## src/rtl/shift_detect_n_if.sv

```systemverilog
// Signal bundle between the shift/detect core and its user.
// The user drives the shift and load controls; the core returns register state and match status.
interface shift_detect_n_if #(
   parameter int unsigned WIDTH = 4,
   parameter int unsigned CNT_W = 4
);
   logic             a;
   logic             en;
   logic             dir;
   logic             load;
   logic [WIDTH-1:0] din;
   logic [WIDTH-1:0] r;
   logic             match;
   logic             zero;
   logic [CNT_W-1:0] mcount;

   modport master (output a, en, dir, load, din, input r, match, zero, mcount);
   modport slave  (input a, en, dir, load, din, output r, match, zero, mcount);
endinterface

```

## src/rtl/shift_detect_n.sv

```systemverilog
// Bidirectional shift register with parallel load, pattern-match pulse and saturating match counter.
// Matching is armed only once WIDTH valid bits are present (fill counter / FILL-ARMED FSM).
module shift_detect_n #(
   parameter int unsigned      WIDTH   = 4,
   parameter logic [WIDTH-1:0] PATTERN = 4'b1011,
   parameter int unsigned      CNT_W   = 4,
   parameter bit               OVERLAP = 1'b1
) (
   input logic             clk,
   input logic             resetn,
   shift_detect_n_if.slave bus
);
   localparam int unsigned      FW      = $clog2(WIDTH + 1);
   localparam logic [FW-1:0]    FULL    = FW'(WIDTH);
   localparam logic [CNT_W-1:0] CNT_MAX = '1;

   typedef enum logic {FILL, ARMED} state_e;

   state_e           state_q,  state_d;
   logic [FW-1:0]    fill_q,   fill_d;
   logic [WIDTH-1:0] r_q,      r_d;
   logic             match_q,  match_d;
   logic [CNT_W-1:0] mcount_q, mcount_d;

   logic [WIDTH-1:0] shifted;
   logic [FW-1:0]    fill_inc;
   logic             hit;

   assign shifted  = bus.dir ? {bus.a, r_q[WIDTH-1:1]} : {r_q[WIDTH-2:0], bus.a};
   assign fill_inc = (fill_q == FULL) ? FULL : fill_q + FW'(1);
   // A shift matches only when it leaves a full window of valid bits equal to PATTERN.
   assign hit      = (fill_inc == FULL) && (shifted == PATTERN);

   // NOTE: non-blocking assignments so every register samples pre-edge values; all state is reset.
   always_ff @(posedge clk or negedge resetn) begin
      if (!resetn) begin
         state_q  <= FILL;
         fill_q   <= '0;
         r_q      <= '0;
         match_q  <= 1'b0;
         mcount_q <= '0;
      end else begin
         state_q  <= state_d;
         fill_q   <= fill_d;
         r_q      <= r_d;
         match_q  <= match_d;
         mcount_q <= mcount_d;
      end
   end

   // NOTE: every output of this block gets a default first, so no path can infer a latch.
   always_comb begin
      state_d  = state_q;
      fill_d   = fill_q;
      r_d      = r_q;
      match_d  = 1'b0;
      mcount_d = mcount_q;

      if (bus.load) begin
         r_d     = bus.din;
         fill_d  = FULL;
         state_d = ARMED;
      end else if (bus.en) begin
         r_d    = shifted;
         fill_d = fill_inc;
         unique case (state_q)
            FILL:    if (fill_inc == FULL) state_d = ARMED;
            ARMED:   state_d = ARMED;
            default: state_d = FILL;
         endcase
         if (hit) begin
            match_d = 1'b1;
            if (mcount_q != CNT_MAX) mcount_d = mcount_q + CNT_W'(1);
            if (!OVERLAP) begin
               fill_d  = '0;
               state_d = FILL;
            end
         end
      end
   end

   assign bus.r      = r_q;
   assign bus.match  = match_q;
   assign bus.mcount = mcount_q;
   assign bus.zero   = (r_q == '0);
endmodule

```

## src/flat_wrapper.sv

```systemverilog
// flat-port wrapper written by rule: the top's interface ports become plain ports
module shift_detect_n_flat 
#(
   parameter int unsigned      WIDTH   = 4,
   parameter logic [WIDTH-1:0] PATTERN = 4'b1011,
   parameter int unsigned      CNT_W   = 4,
   parameter bit               OVERLAP = 1'b1
)
  (clk, resetn, bus_a, bus_en, bus_dir, bus_load, bus_din, bus_r, bus_match, bus_zero, bus_mcount);
  shift_detect_n_if #(.WIDTH(WIDTH), .CNT_W(CNT_W)) bus_i ();
  input logic clk;
  input logic resetn;
  input wire logic [$bits(bus_i.a)-1:0] bus_a;
  input wire logic [$bits(bus_i.en)-1:0] bus_en;
  input wire logic [$bits(bus_i.dir)-1:0] bus_dir;
  input wire logic [$bits(bus_i.load)-1:0] bus_load;
  input wire logic [$bits(bus_i.din)-1:0] bus_din;
  output wire logic [$bits(bus_i.r)-1:0] bus_r;
  output wire logic [$bits(bus_i.match)-1:0] bus_match;
  output wire logic [$bits(bus_i.zero)-1:0] bus_zero;
  output wire logic [$bits(bus_i.mcount)-1:0] bus_mcount;
  assign bus_i.a = bus_a;
  assign bus_i.en = bus_en;
  assign bus_i.dir = bus_dir;
  assign bus_i.load = bus_load;
  assign bus_i.din = bus_din;
  assign bus_r = bus_i.r;
  assign bus_match = bus_i.match;
  assign bus_zero = bus_i.zero;
  assign bus_mcount = bus_i.mcount;
  shift_detect_n #(.WIDTH(WIDTH), .PATTERN(PATTERN), .CNT_W(CNT_W), .OVERLAP(OVERLAP)) u_core (.clk(clk), .resetn(resetn), .bus(bus_i));
endmodule
```

## config.mk

```make
export PLATFORM = sky130hd
export DESIGN_NAME = shift_detect_n_flat
export DESIGN_NICKNAME = d
export VERILOG_FILES = /design/src/rtl/shift_detect_n_if.sv /design/src/rtl/shift_detect_n.sv /design/src/flat_wrapper.sv
export SDC_FILE = /design/constraint.sdc
export NUM_CORES = 1
export LEC_CHECK = 0
export CAP_MARGIN = 20
export CORE_UTILIZATION = 45
export DETAILED_ROUTE_END_ITERATION = 6
export GPL_TIMING_DRIVEN = 0
export HOLD_SLACK_MARGIN = 0.02
export PLACE_DENSITY_LB_ADDON = 0.15
export SLEW_MARGIN = 10
export SYNTH_ARGS = -nofsm -noshare
export SYNTH_HDL_FRONTEND = slang
export SYNTH_SLANG_ARGS = --single-unit
```

## constraint.sdc

```tcl
create_clock -name clk -period 3 [get_ports clk]
set_input_delay 0.45 -clock clk [delete_from_list [all_inputs] [get_ports clk]]
set_output_delay 0.45 -clock clk [all_outputs]
set_load 0.05 [all_outputs]
```

* Word-level counts from Yosys, hierarchy flattened
Cells that the tools add are included.
Cells by class: $add $sub $neg 2, $mul 0, div/mod/pow operators 0, order comparisons 0, equal/unequal tests 4, shifts and indexed selects 0, multiplexer cells 9, bitwise logic cells 1, reduce and logical (&&, ||, !) cells 4
Operators with widths (count):
- two-way mux 4 bit | 3
- two-way mux 3 bit | 3
- equality test 3 bit, second input constant | 2
- adder 4 x 1 -> 4 bit, second input constant | 1
- equality test 4 bit, second input constant | 1
- zero test 4 bit | 1
- != test 4 bit, second input constant | 1
- AND reduction 4 bit | 1
- adder 3 x 1 -> 3 bit, second input constant | 1
- two-way mux 1 bit | 3
- nonzero test 2 bit | 1
- logical AND 1 bit | 1
- inverter 1 bit | 1
Storage, ports and cells: register bits after elaboration 12, latch bits 0, RAM bits 0, ROM bits 0, output and inout port bits 10, memories 0

* Logic depth before layout (Yosys ltp)
Gate-level depths: netlist of run 1.
word-level depth 7, gate-level depth with buffers 6, mapped depth without buffers 6

* Worst setup path before layout of run 1
Ideal clock, no wire load.
path type reg-to-output, start register u_core.r_q[1], in the netlist u_core.bus.r[1], end output port bus_zero, arrival time 2.205 ns, required time 2.550 ns, slack 0.345 ns, cell stages (with the launch flop) 2, path buffers 0, cells stage by stage dfrtp_1 nor4_1
On the way: longest elaborated chain between the ends 1
Ends and longest elaborated chain:
- start, declared | RTL line shift_detect_n.sv:21 | logic [WIDTH-1:0] r_q, r_d;
- start signal, assigned | RTL line shift_detect_n.sv:45 | r_q <= r_d;
- zero test 4 bit | RTL line shift_detect_n.sv:85 | assign bus.zero = (r_q == '0);
- end, declared | RTL line flat_wrapper.sv:20 | output wire logic [$bits(bus_i.zero)-1:0] bus_zero;
No other way between the ends.

* Final worst setup path of run 1
start register u_core.fill_q[0], end register u_core.mcount_q[1], in the netlist u_core.bus.mcount[1]
On the way: longest elaborated chain between the ends 5, elaborated cells on any way between the ends 6, those cells by class 1 x add/sub; 2 x eq/ne; 1 x mux; 2 x reduce/logical
Ends and longest elaborated chain:
- start, declared | RTL line shift_detect_n.sv:20 | logic [FW-1:0] fill_q, fill_d;
- start signal, assigned | RTL line shift_detect_n.sv:44 | fill_q <= fill_d;
- adder 3 x 1 -> 3 bit or equality test 3 bit (tied branches) | RTL line shift_detect_n.sv:30 | assign fill_inc = (fill_q == FULL) ? FULL : fill_q + FW'(1);
- two-way mux 3 bit (*) | RTL line shift_detect_n.sv:30
- equality test 3 bit (*) | RTL line shift_detect_n.sv:32 | assign hit = (fill_inc == FULL) && (shifted == PATTERN);
- logical AND 1 bit (*) | RTL line shift_detect_n.sv:32
- AND reduction 4 bit (no line) (*)
- end signal, assigned | RTL line shift_detect_n.sv:47 | mcount_q <= mcount_d;
- end, declared | RTL line shift_detect_n.sv:23 | logic [CNT_W-1:0] mcount_q, mcount_d;
Mark *: on every way between the ends. The rest lies on a longest branch, timed or not. A chain may end at the register's enable or synchronous reset.

==> metrics.cfg, run 1 <==
[cells_and_area]
antennaDiodeCount=0
layout-drive-gt1-share_pct=12.6
fillers=116
final_cell_mix=clkdlybuf4s50_1, dfrtp_1, nor2_1, mux2i_1
fin_util_pct=68.1
area_growth_pct=33.8
fin_cells=102
final_common_cell=clkdlybuf4s50_1
nets=101
fin_area_um2=931

[cts]
clk_latency_ns=0.28
post_cts_resized=0
post_cts_buffers=0
htree_levels=1
clock_path_buffers=2
clkTransAtPathRegs_ns=0.08
cts_buffers=3
clkSinkCount=12
root_buffer=clkbuf_4
cts_tree=done
ctsHoldBuffers=0

[sta]
tightest_slew_ns=0.568
finalSetupTns_ns=0
hold_ws_ns=0.530
hold_viol=0
fin_crit_sh_pct=79.9
fmax_mhz=417
post-route-min-period_ns=2.40
rsz0062_at_grt=no
setup_viol=0
finalMaxSlewViolations=0
slew_headroom_pct=62.0
finClkSkew_ns=0.00453

[global_route]
grt.met3_usage_pct=3.19
grt.busiest_layer=met1
grt_max_degree=13
grt_pass1_vias=509
grtUsageMet1_pct=29.7
grt_usage_pct=20.3
met2_usage_pct=27.3
gr-total-overflow=0
antenna_found_initial=0
grt_pass1_wl_mm=2.21

[drt]
drc_errors=0
vias=552
viasPerCell=5.41
drtIter0Drc=9
drtAntennaViolNets=0
wl_mm=1.39
wire_per_inst_um=13.6
drt_pass1_iterations=3

[synth]
syn_area_um2=696
synthFlopType=dfrtp_1
synthCells=65
ys_top_cells_by_area=dfrtp_1, mux2i_1, ha_1, a211oi_1, a21o_1
yosysSeqAreaShare_pct=43.2
avgSynthCellArea_um2=10.7
synth_top_area_cell=dfrtp_1
postSynth.asyncResetShare_pct=100
synth_top_area_share_pct=43.2
synth_nets=78
synth_cell_types=28
ys_ff_latch=12
yosys_warnings=0
synth-edff-count=0

[floorplanning]
ios=20
die_w_um=41.3
rows=13
die_area_mm2=0.00171
coreArea_mm2=0.00137
fp.dieH_um=41.3
start_util_pct=50.9

[critical_path]
path_class=register to register
slowest_stage=or4_4
reg2regPathDepth=6
crit_chain=inv_1 -> ha_1 -> or3b_1 -> or4_4 -> a311oi_4 -> mux2_1
startpoint_type=register
cp-end-kind=register
cp.arrival_ns=2.56
worstReg2RegEnd=u_core.bus.mcount[1]$_DFFE_PN0P_
cp_max_fo=4
crit_required_ns=3.17
slowest_delay_ns=0.56
r2r_start=u_core.fill_q[0]$_DFFE_PN0P_
ff2ff_setup_slack_ns=0.60

[placement]
dpl.cell_count=98
port_buffers=18
finalWeightedCongestion=0.724
place_area_um2=895
dp_hpwl_mm=1.01

[power]
power_density_mw_per_mm2=530
ir_drop_v=0.000402
p_leak_nw=0.424

[hold_path]
min_path_type=input pin to async pin

[job]
drv_cap=0

[status]
status=completed

==> area by class of cell <==
class,count,area (µm²),area share (%)
buffer,3,12.5,1.34
multi-input combinational,47,372,39.9
sequential,12,300,32.3
tap,15,18.8,2.02
timing repair buffer,18,180,19.4
inverter,3,11.3,1.21
clock buffer,4,36.3,3.90
==> logic make-up after synthesis <==
| group | synth area share [%] |
|---|---|
| flip-flops | 43.2 |
| AO/OA/AOI/OAI | 17.6 |
| multiplexers | 12.1 |
| AND/OR/NAND/NOR | 17.1 |
| adder cells (fa/ha/maj) | 5.40 |
| buffers and inverters | 3.42 |
| XOR/XNOR | 1.26 |
==> stage by stage <==
stage,power [W],setup WS [ns]
5_1_grt,0.000513,0.484
3_3_place_gp,0.000362,0.372
4_1_cts,0.000499,0.586
2_1_floorplan,0.000303,0.345
6_report,0.000494,0.602
3_5_place_dp,0.000364,0.353
==> power by group <==
part | leakage [nW] | switching (W) | internal [W] | total (W)
combinational | 0.251 | 0.000100 | 0.0000632 | 0.000164
sequential | 0.152 | 0.0000205 | 0.000178 | 0.000199
clock | 0.0210 | 0.0000577 | 0.0000738 | 0.000131
total | 0.424 | 0.000179 | 0.000315 | 0.000494
==> registers in the layout, summed over array words and instances, names as in the netlist <==
| name | flops |
|---|---|
| u_core.bus.r | 4 |
| u_core.fill_q | 3 |
| u_core.bus.mcount | 4 |
| u_core.bus.match | 1 |
==> Yosys cell counts, types with 2 or more instances <==
| library cell | n |
|---|---|
| ha_1 | 3 |
| nand2_1 | 2 |
| nand2b_1 | 2 |
| mux2i_1 | 5 |
| nor2_1 | 7 |
| a211oi_1 | 4 |
| mux2_2 | 2 |
| nand3_1 | 2 |
| a21oi_1 | 2 |
| dfrtp_1 | 12 |
| a21o_1 | 4 |
| inv_1 | 3 |
| nor3_1 | 2 |
==> worst max-delay path by stage <==
stage | startpoint | end | cells past startpoint
after global routing | u_core.fill_q[0]$_DFFE_PN0P_ | u_core.bus.mcount[1]$_DFFE_PN0P_ | 6
after CTS | u_core.fill_q[0]$_DFFE_PN0P_ | u_core.bus.mcount[1]$_DFFE_PN0P_ | 6
after global placement | bus_en | u_core.bus.mcount[1]$_DFFE_PN0P_ | 5
after detailed placement | bus_en | u_core.bus.mcount[1]$_DFFE_PN0P_ | 5
after floorplan | u_core.bus.r[1]$_DFFE_PN0P_ | bus_zero | 1
final | u_core.fill_q[0]$_DFFE_PN0P_ | u_core.bus.mcount[1]$_DFFE_PN0P_ | 6
==> metal layers <==
metal | wire length (µm) | share of wire (%)
met1 | 698 | 50
met2 | 613 | 44
met4 | 23 | 1.7
met3 | 55 | 4.0
met5 | 0 | 0
==> worst max-delay path: cells and delay by family (launching register included) <==
| kind | cells | cell delay [ns] |
|---|---|---|
| AND/OR/NAND/NOR | 2 | 0.91 |
| AO/OA/AOI/OAI | 1 | 0.26 |
| buffers and inverters | 1 | 0.07 |
| multiplexers | 1 | 0.35 |
| adder cells (fa/ha/maj) | 1 | 0.31 |
| flip-flops | 1 | 0.40 |
(Power assumes the default switching activity.)
==> inputs of run 2 (changes only) <==
--- a/config.mk
+++ b/config.mk
@@ -6,7 +6,7 @@
 export NUM_CORES = 1
 export LEC_CHECK = 0
 export CAP_MARGIN = 20
-export CORE_UTILIZATION = 45
+export CORE_UTILIZATION = 41
 export DETAILED_ROUTE_END_ITERATION = 6
 export GPL_TIMING_DRIVEN = 0
 export HOLD_SLACK_MARGIN = 0.02
==> constraint.sdc (replaced) <==
create_clock -name clk -period 2.2 [get_ports clk]
set_input_delay 0.33 -clock clk [delete_from_list [all_inputs] [get_ports clk]]
set_output_delay 0.33 -clock clk [all_outputs]
set_load 0.05 [all_outputs]
==> run 2 against run 1 <==
Against the previous run:
- the flow now finishes with violations (setup timing)
- utilization shrank 4.5 points
- non-clock buffer count grew 5
- global-route usage shrank 1.0 points
- critical path depth grew 1
- die area grew 9.3%
- critical path type unchanged
- highest routed layer unchanged
==> metrics.cfg, run 2 (synthesis gave the netlist of run 1 again) <==
[hold_path]
min_path_type=input pin to async pin

[drt]
vias=586  ; +6.2%
wire_per_inst_um=14.5  ; +6.0%
drt_pass1_iterations=2  ; -1
wl_mm=1.55  ; +11%
drtIter0Drc=5  ; -4
drtAntennaViolNets=0  ; unchanged
viasPerCell=5.48  ; +1.2%
drc_errors=0  ; unchanged

[placement]
finalWeightedCongestion=0.737  ; +1.8%
dpl.cell_count=99  ; +1.0%
dp_hpwl_mm=1.10  ; +8.5%
port_buffers=18  ; unchanged
place_area_um2=902  ; +0.84%

[cts]
clkTransAtPathRegs_ns=0.07  ; about the same
clk_latency_ns=0.27  ; about the same
ctsHoldBuffers=0  ; unchanged
root_buffer=clkbuf_4
clock_path_buffers=2  ; unchanged
cts_buffers=3  ; unchanged
htree_levels=1  ; unchanged
cts_tree=done
clkSinkCount=12  ; unchanged

[power]
p_int_w=0.000399  ; +27%
power_switching_share_pct=37.1  ; +0.92 points
p_leak_nw=0.464  ; +9.4%
pwr-share-comb_pct=36.6  ; +3.5 points
power_density_mw_per_mm2=647  ; +22%
p_switching_w=0.000235  ; +32%
power_frac_seq_pct=43.0  ; +2.8 points
clockPowerShare_pct=20.5  ; -6.1 points
ir_drop_v=0.000538  ; +34%

[floorplanning]
rows=14  ; +1
coreArea_mm2=0.00154  ; +13%
start_util_pct=45.1  ; -5.8 points
die_w_um=43.2  ; +4.5%
fp.dieH_um=43.2  ; +4.5%
die_area_mm2=0.00187  ; +9.3%
ios=20  ; unchanged

[sta]
fin_crit_sh_pct=107  ; +27 points
finClkSkew_ns=0.00724  ; +0.00271 ns
post-route-min-period_ns=2.35  ; -0.0450 ns
setup_slack_ns=-0.153  ; -0.755 ns
fmax_mhz=425  ; +1.9%
hold_viol=0  ; unchanged
tightest_slew_ns=0.555  ; -0.0133 ns
slew_headroom_pct=62.9  ; +0.89 points
rsz0062_at_grt=yes
setup_viol=4  ; +4
finalMaxSlewViolations=0  ; unchanged

[cells_and_area]
fin_util_pct=63.6  ; -4.5 points
final_cell_mix=clkdlybuf4s50_1, dfrtp_1, nor2_1, mux2i_1
final_common_cell=clkdlybuf4s50_1
layout-drive-gt1-share_pct=20.9  ; +8.2 points
antennaDiodeCount=0  ; unchanged
nets=106  ; +5.0%
fin_area_um2=981  ; +5.4%
multi_input_area_um2=390  ; +5.1%
fillers=138  ; +19%
seq_area_um2=300  ; unchanged
fin_cells=107  ; +4.9%
area_growth_pct=41.0

[critical_path]
cp_max_fo=3  ; -1
path_class=register to register
startpoint_type=register
reg2regPathDepth=7  ; +1
slowest_delay_ns=0.58  ; +0.02 ns
ff2ff_setup_slack_ns=-0.15  ; -0.76 ns
crit_required_ns=2.35  ; -0.82 ns
cp.arrival_ns=2.50  ; -0.06 ns
slowest_stage=or4_4
crit_chain=inv_1 -> ha_1 -> or3b_1 -> or4_4 -> buf_6 -> nor3_2 -> mux2_4
worstReg2RegEnd=u_core.bus.mcount[3]$_DFFE_PN0P_
cp-end-kind=register
r2r_start=u_core.fill_q[1]$_DFFE_PN0P_

[job]
drv_cap=0  ; unchanged

[global_route]
grt_usage_pct=19.2  ; -1.0 points
grt_pass1_vias=607  ; +19%
antenna_found_initial=0  ; unchanged
grt_pass1_wl_mm=2.68  ; +21%
gr-total-overflow=0  ; unchanged
grt_max_degree=13  ; unchanged

[status]
status=finished, violations left
failed_checks=setup timing

## run 2: final cells by class
type	instances	share of cell area [%]
Multi-Input combinational cell	47	39.8
Sequential cell	12	30.6
Timing Repair Buffer	23	22.8
Clock buffer	3	2.30
Tap cell	16	2.04
Buffer	3	1.28
Inverter	3	1.15
## run 2: stage by stage
stage                     setup TNS (ns)  hold slack [ns]  setup WS, ns  power (W)
after floorplan                   -0.140           0.0344       -0.0908   0.000415
after detailed placement           -1.08            0.524        -0.356   0.000499
after CTS                         -0.477            0.430        -0.172   0.000634
after global routing              -0.766            0.458        -0.206   0.000669
after global placement             -1.03            0.518        -0.338   0.000496
final                             -0.517            0.417        -0.153   0.000634
## run 2: timing repair
action                                  CTS  global route
resized for setup                         1             5
endpoints found under the hold margin     0             0
pin swaps                                 2             3
buffers inserted                          5             0
cloned                                    0             0
endpoints found under the setup margin    4             5
## run 2: power groups by stage
stage               sequential (W)  clock (W)  combinational (W)
detailed placement        0.000277          0           0.000223
global route              0.000276   0.000147           0.000247
CTS                       0.000272   0.000136           0.000226
global placement          0.000276          0           0.000220
floorplan                 0.000353          0          0.0000624
finish                    0.000273   0.000130           0.000232
## run 2: metal layers
metal / track usage [%] / wire [µm]
met1: 24.7 / 698
met2: 31.6 / 774
met3: 3.83 / 66
met4: 7.27 / 9
met5: 0 / 0
## run 2: critical path, delay by kind of cell, from the launching register on
family        cells  cell delay, ns
mux               1            0.31
buf+inv           2            0.20
simple gates      3            1.07
fa+ha+maj         1            0.30
flops             1            0.36
## run 2: how the worst max path moves through the flow
stage                                      start                               end  slack, ns  cells after the start
floorplan           u_core.fill_q[0]$_DFFE_PN0P_  u_core.bus.mcount[1]$_DFFE_PN0P_      -0.09                      6
global placement                          bus_en  u_core.bus.mcount[1]$_DFFE_PN0P_      -0.34                      5
detailed placement                        bus_en  u_core.bus.mcount[1]$_DFFE_PN0P_      -0.36                      5
CTS                 u_core.fill_q[0]$_DFFE_PN0P_  u_core.bus.mcount[1]$_DFFE_PN0P_      -0.17                      6
global route        u_core.fill_q[1]$_DFFE_PN0P_  u_core.bus.mcount[1]$_DFFE_PN0P_      -0.21                      6
finish              u_core.fill_q[1]$_DFFE_PN0P_  u_core.bus.mcount[3]$_DFFE_PN0P_      -0.15                      7
==> inputs of run 3 (changes only) <==
--- a/config.mk
+++ b/config.mk
@@ -6,7 +6,7 @@
 export NUM_CORES = 1
 export LEC_CHECK = 0
 export CAP_MARGIN = 20
-export CORE_UTILIZATION = 41
+export CORE_UTILIZATION = 40
 export DETAILED_ROUTE_END_ITERATION = 6
 export GPL_TIMING_DRIVEN = 0
 export HOLD_SLACK_MARGIN = 0.02
==> run 3 against run 2 <==
Against the previous run:
- the run ends with DRC, setup timing left
- cell area grew 3.3%
- non-clock buffer count is the same
- combinational power is essentially flat
- clock power grew 38%
- clock skew shrank 0.0052 ns
- count of clock-buffer cells in the layout grew 1
- register-to-register slack is essentially flat
- first-iteration DRC count grew to 2.6 times the previous value
- sequential share of layout area shrank 0.98 points
- flip-flop and latch count is the same
==> metrics.cfg, run 3 (synthesis gave the netlist of run 1 again) <==
[status]
status=finished, violations left
failed_checks=DRC, setup timing

[hold_path]
min_path_type=input pin to async pin

[job]
drv_cap=0  ; unchanged

[critical_path]
r2r_start=u_core.fill_q[0]$_DFFE_PN0P_
ff2ff_setup_slack_ns=-0.15  ; about the same
cp_max_fo=3  ; unchanged
cp-end-kind=register
path_class=register to register
worstReg2RegEnd=u_core.bus.mcount[3]$_DFFE_PN0P_
startpoint_type=register
crit_path_end=u_core.bus.mcount[3]$_DFFE_PN0P_
crit_path_start=u_core.fill_q[0]$_DFFE_PN0P_
crit_required_ns=2.37  ; +0.02 ns
cp.arrival_ns=2.51  ; about the same
reg2regPathDepth=7  ; unchanged

[power]
p_leak_nw=0.485  ; +4.5%
power_density_mw_per_mm2=679  ; +5.0%
pwr-share-comb_pct=34.1  ; -2.5 points
ir_drop_v=0.000597  ; +11%
power_switching_share_pct=36.5  ; -0.62 points
power_frac_seq_pct=39.8  ; -3.2 points
p_switching_w=0.000251  ; +6.7%
p_int_w=0.000437  ; +9.6%
clockPowerShare_pct=26.1  ; +5.6 points

[global_route]
grt_pass1_vias=572  ; -5.8%
grt_max_degree=13  ; unchanged
gr-total-overflow=0  ; unchanged
antenna_found_initial=0  ; unchanged
grt_pass1_wl_mm=2.50  ; -6.5%
grt_usage_pct=18.5  ; -0.78 points

[sta]
fin_crit_sh_pct=107  ; -0.29 points
finalSetupTns_ns=-0.330  ; +0.187 ns
tightest_slew_ns=0.550  ; -0.00474 ns
slew_headroom_pct=63.2  ; +0.32 points
hold_ws_ns=0.404  ; -0.0136 ns
setup_viol=3  ; -1
post-route-min-period_ns=2.35  ; -0.00632 ns
finalMaxSlewViolations=0  ; unchanged
fmax_mhz=426  ; +0.27%
hold_viol=0  ; unchanged
finClkSkew_ns=0.00200  ; -0.00524 ns
rsz0062_at_grt=yes
setup_slack_ns=-0.147  ; +0.00632 ns

[placement]
dpl.cell_count=99  ; unchanged
dp_slack_ns=-0.349  ; +0.00672 ns
dp_hpwl_mm=1.04  ; -5.6%
finalWeightedCongestion=0.762  ; +3.4%
port_buffers=18  ; unchanged

[drt]
drtIter0Drc=13  ; +8
drtAntennaViolNets=0  ; unchanged
drc_errors=1  ; +1
wire_per_inst_um=15.0  ; +3.7%
viasPerCell=5.51  ; +0.60%
wl_mm=1.62  ; +4.7%
drt_pass1_iterations=6  ; +4
vias=595  ; +1.5%

[cells_and_area]
layout-drive-gt1-share_pct=23.9  ; +3.0 points
final_cell_mix=clkdlybuf4s50_1, dfrtp_1, nor2_1, mux2i_1
area_growth_pct=45.7
fin_cells=108  ; +0.93%
nets=106  ; unchanged
antennaDiodeCount=0  ; unchanged
final_common_cell=clkdlybuf4s50_1

[cts]
clock_path_buffers=2  ; unchanged
ctsHoldBuffers=0  ; unchanged
htree_levels=1  ; unchanged
cts_tree=done
clk_latency_ns=0.28  ; about the same
root_buffer=clkbuf_4
clkSinkCount=12  ; unchanged
clkTransAtPathRegs_ns=0.08  ; about the same
cts_buffers=3  ; unchanged

[floorplanning]
rows=14  ; unchanged
die_area_mm2=0.00191  ; +2.4%
start_util_pct=44.6  ; -0.51 points
fp.dieH_um=43.7  ; +1.2%
coreArea_mm2=0.00156  ; +1.1%
die_w_um=43.7  ; +1.2%
ios=20  ; unchanged

run 3: cell count changes in the layout (fill, tap and decap cells not counted), sizes merged:
cell | previous run | this run
clkbuf | 4 | 5
run 3: critical path: stages (launching register included):
cell and delay (ns):
dfrtp_1 0.40, inv_2 0.08, ha_4 0.20, or3b_1 0.34
or4_4 0.56, buf_6 0.15, nor3_4 0.18, mux2_4 0.31
run 3: area by class of cell:
cell class,instances,area [µm²]
multi-input combinational,47,409
fill,129,546
timing repair buffer,23,224
buffer,3,12.5
sequential,12,300
tap,16,20.0
inverter,3,11.3
clock buffer,4,36.3
run 3: routing by layer:
layer	wire length, µm	GRT usage [%]
met5	0	0
met2	817	29.9
met3	73	3.75
met1	703	22.5
met4	26	11.3
run 3: power groups by stage:
stage	Combinational, W	Clock, W	Sequential (W)
after global routing	0.000248	0.000195	0.000278
after global placement	0.000220	0	0.000276
after CTS	0.000231	0.000181	0.000273
after floorplan	0.0000624	0	0.000353
final	0.000235	0.000180	0.000274
after detailed placement	0.000221	0	0.000276
run 3: stage by stage:
step | area (µm²) | utilization (%) | total power [W]
3_5_place_dp | 902 | 57.9 | 0.000497
3_3_place_gp | 902 | 57.9 | 0.000495
6_report | 1010 | 65.0 | 0.000688
4_1_cts | 980 | 62.8 | 0.000684
2_1_floorplan | 702 | - | 0.000415
5_1_grt | 1010 | 65.0 | 0.000721
run 3: worst min-delay path by stage:
stage	startpoint	endpoint	slack, ns	cells after the start
after floorplan	resetn	u_core.bus.match$_DFF_PN0_	0.03	0
after global placement	u_core.bus.mcount[0]$_DFFE_PN0P_	u_core.bus.mcount[0]$_DFFE_PN0P_	0.52	1
after detailed placement	u_core.bus.mcount[0]$_DFFE_PN0P_	u_core.bus.mcount[0]$_DFFE_PN0P_	0.52	1
after CTS	resetn	u_core.bus.mcount[3]$_DFFE_PN0P_	0.43	1
after global routing	resetn	u_core.bus.mcount[3]$_DFFE_PN0P_	0.44	1
final	resetn	u_core.bus.mcount[0]$_DFFE_PN0P_	0.40	1
run 3: repair_timing:
item,4_1_cts,5_1_grt
setup buffers,3,2
pin swaps,1,1
hold endpoints to repair,0,0
gates resized for setup,4,5
setup endpoints to repair,3,5
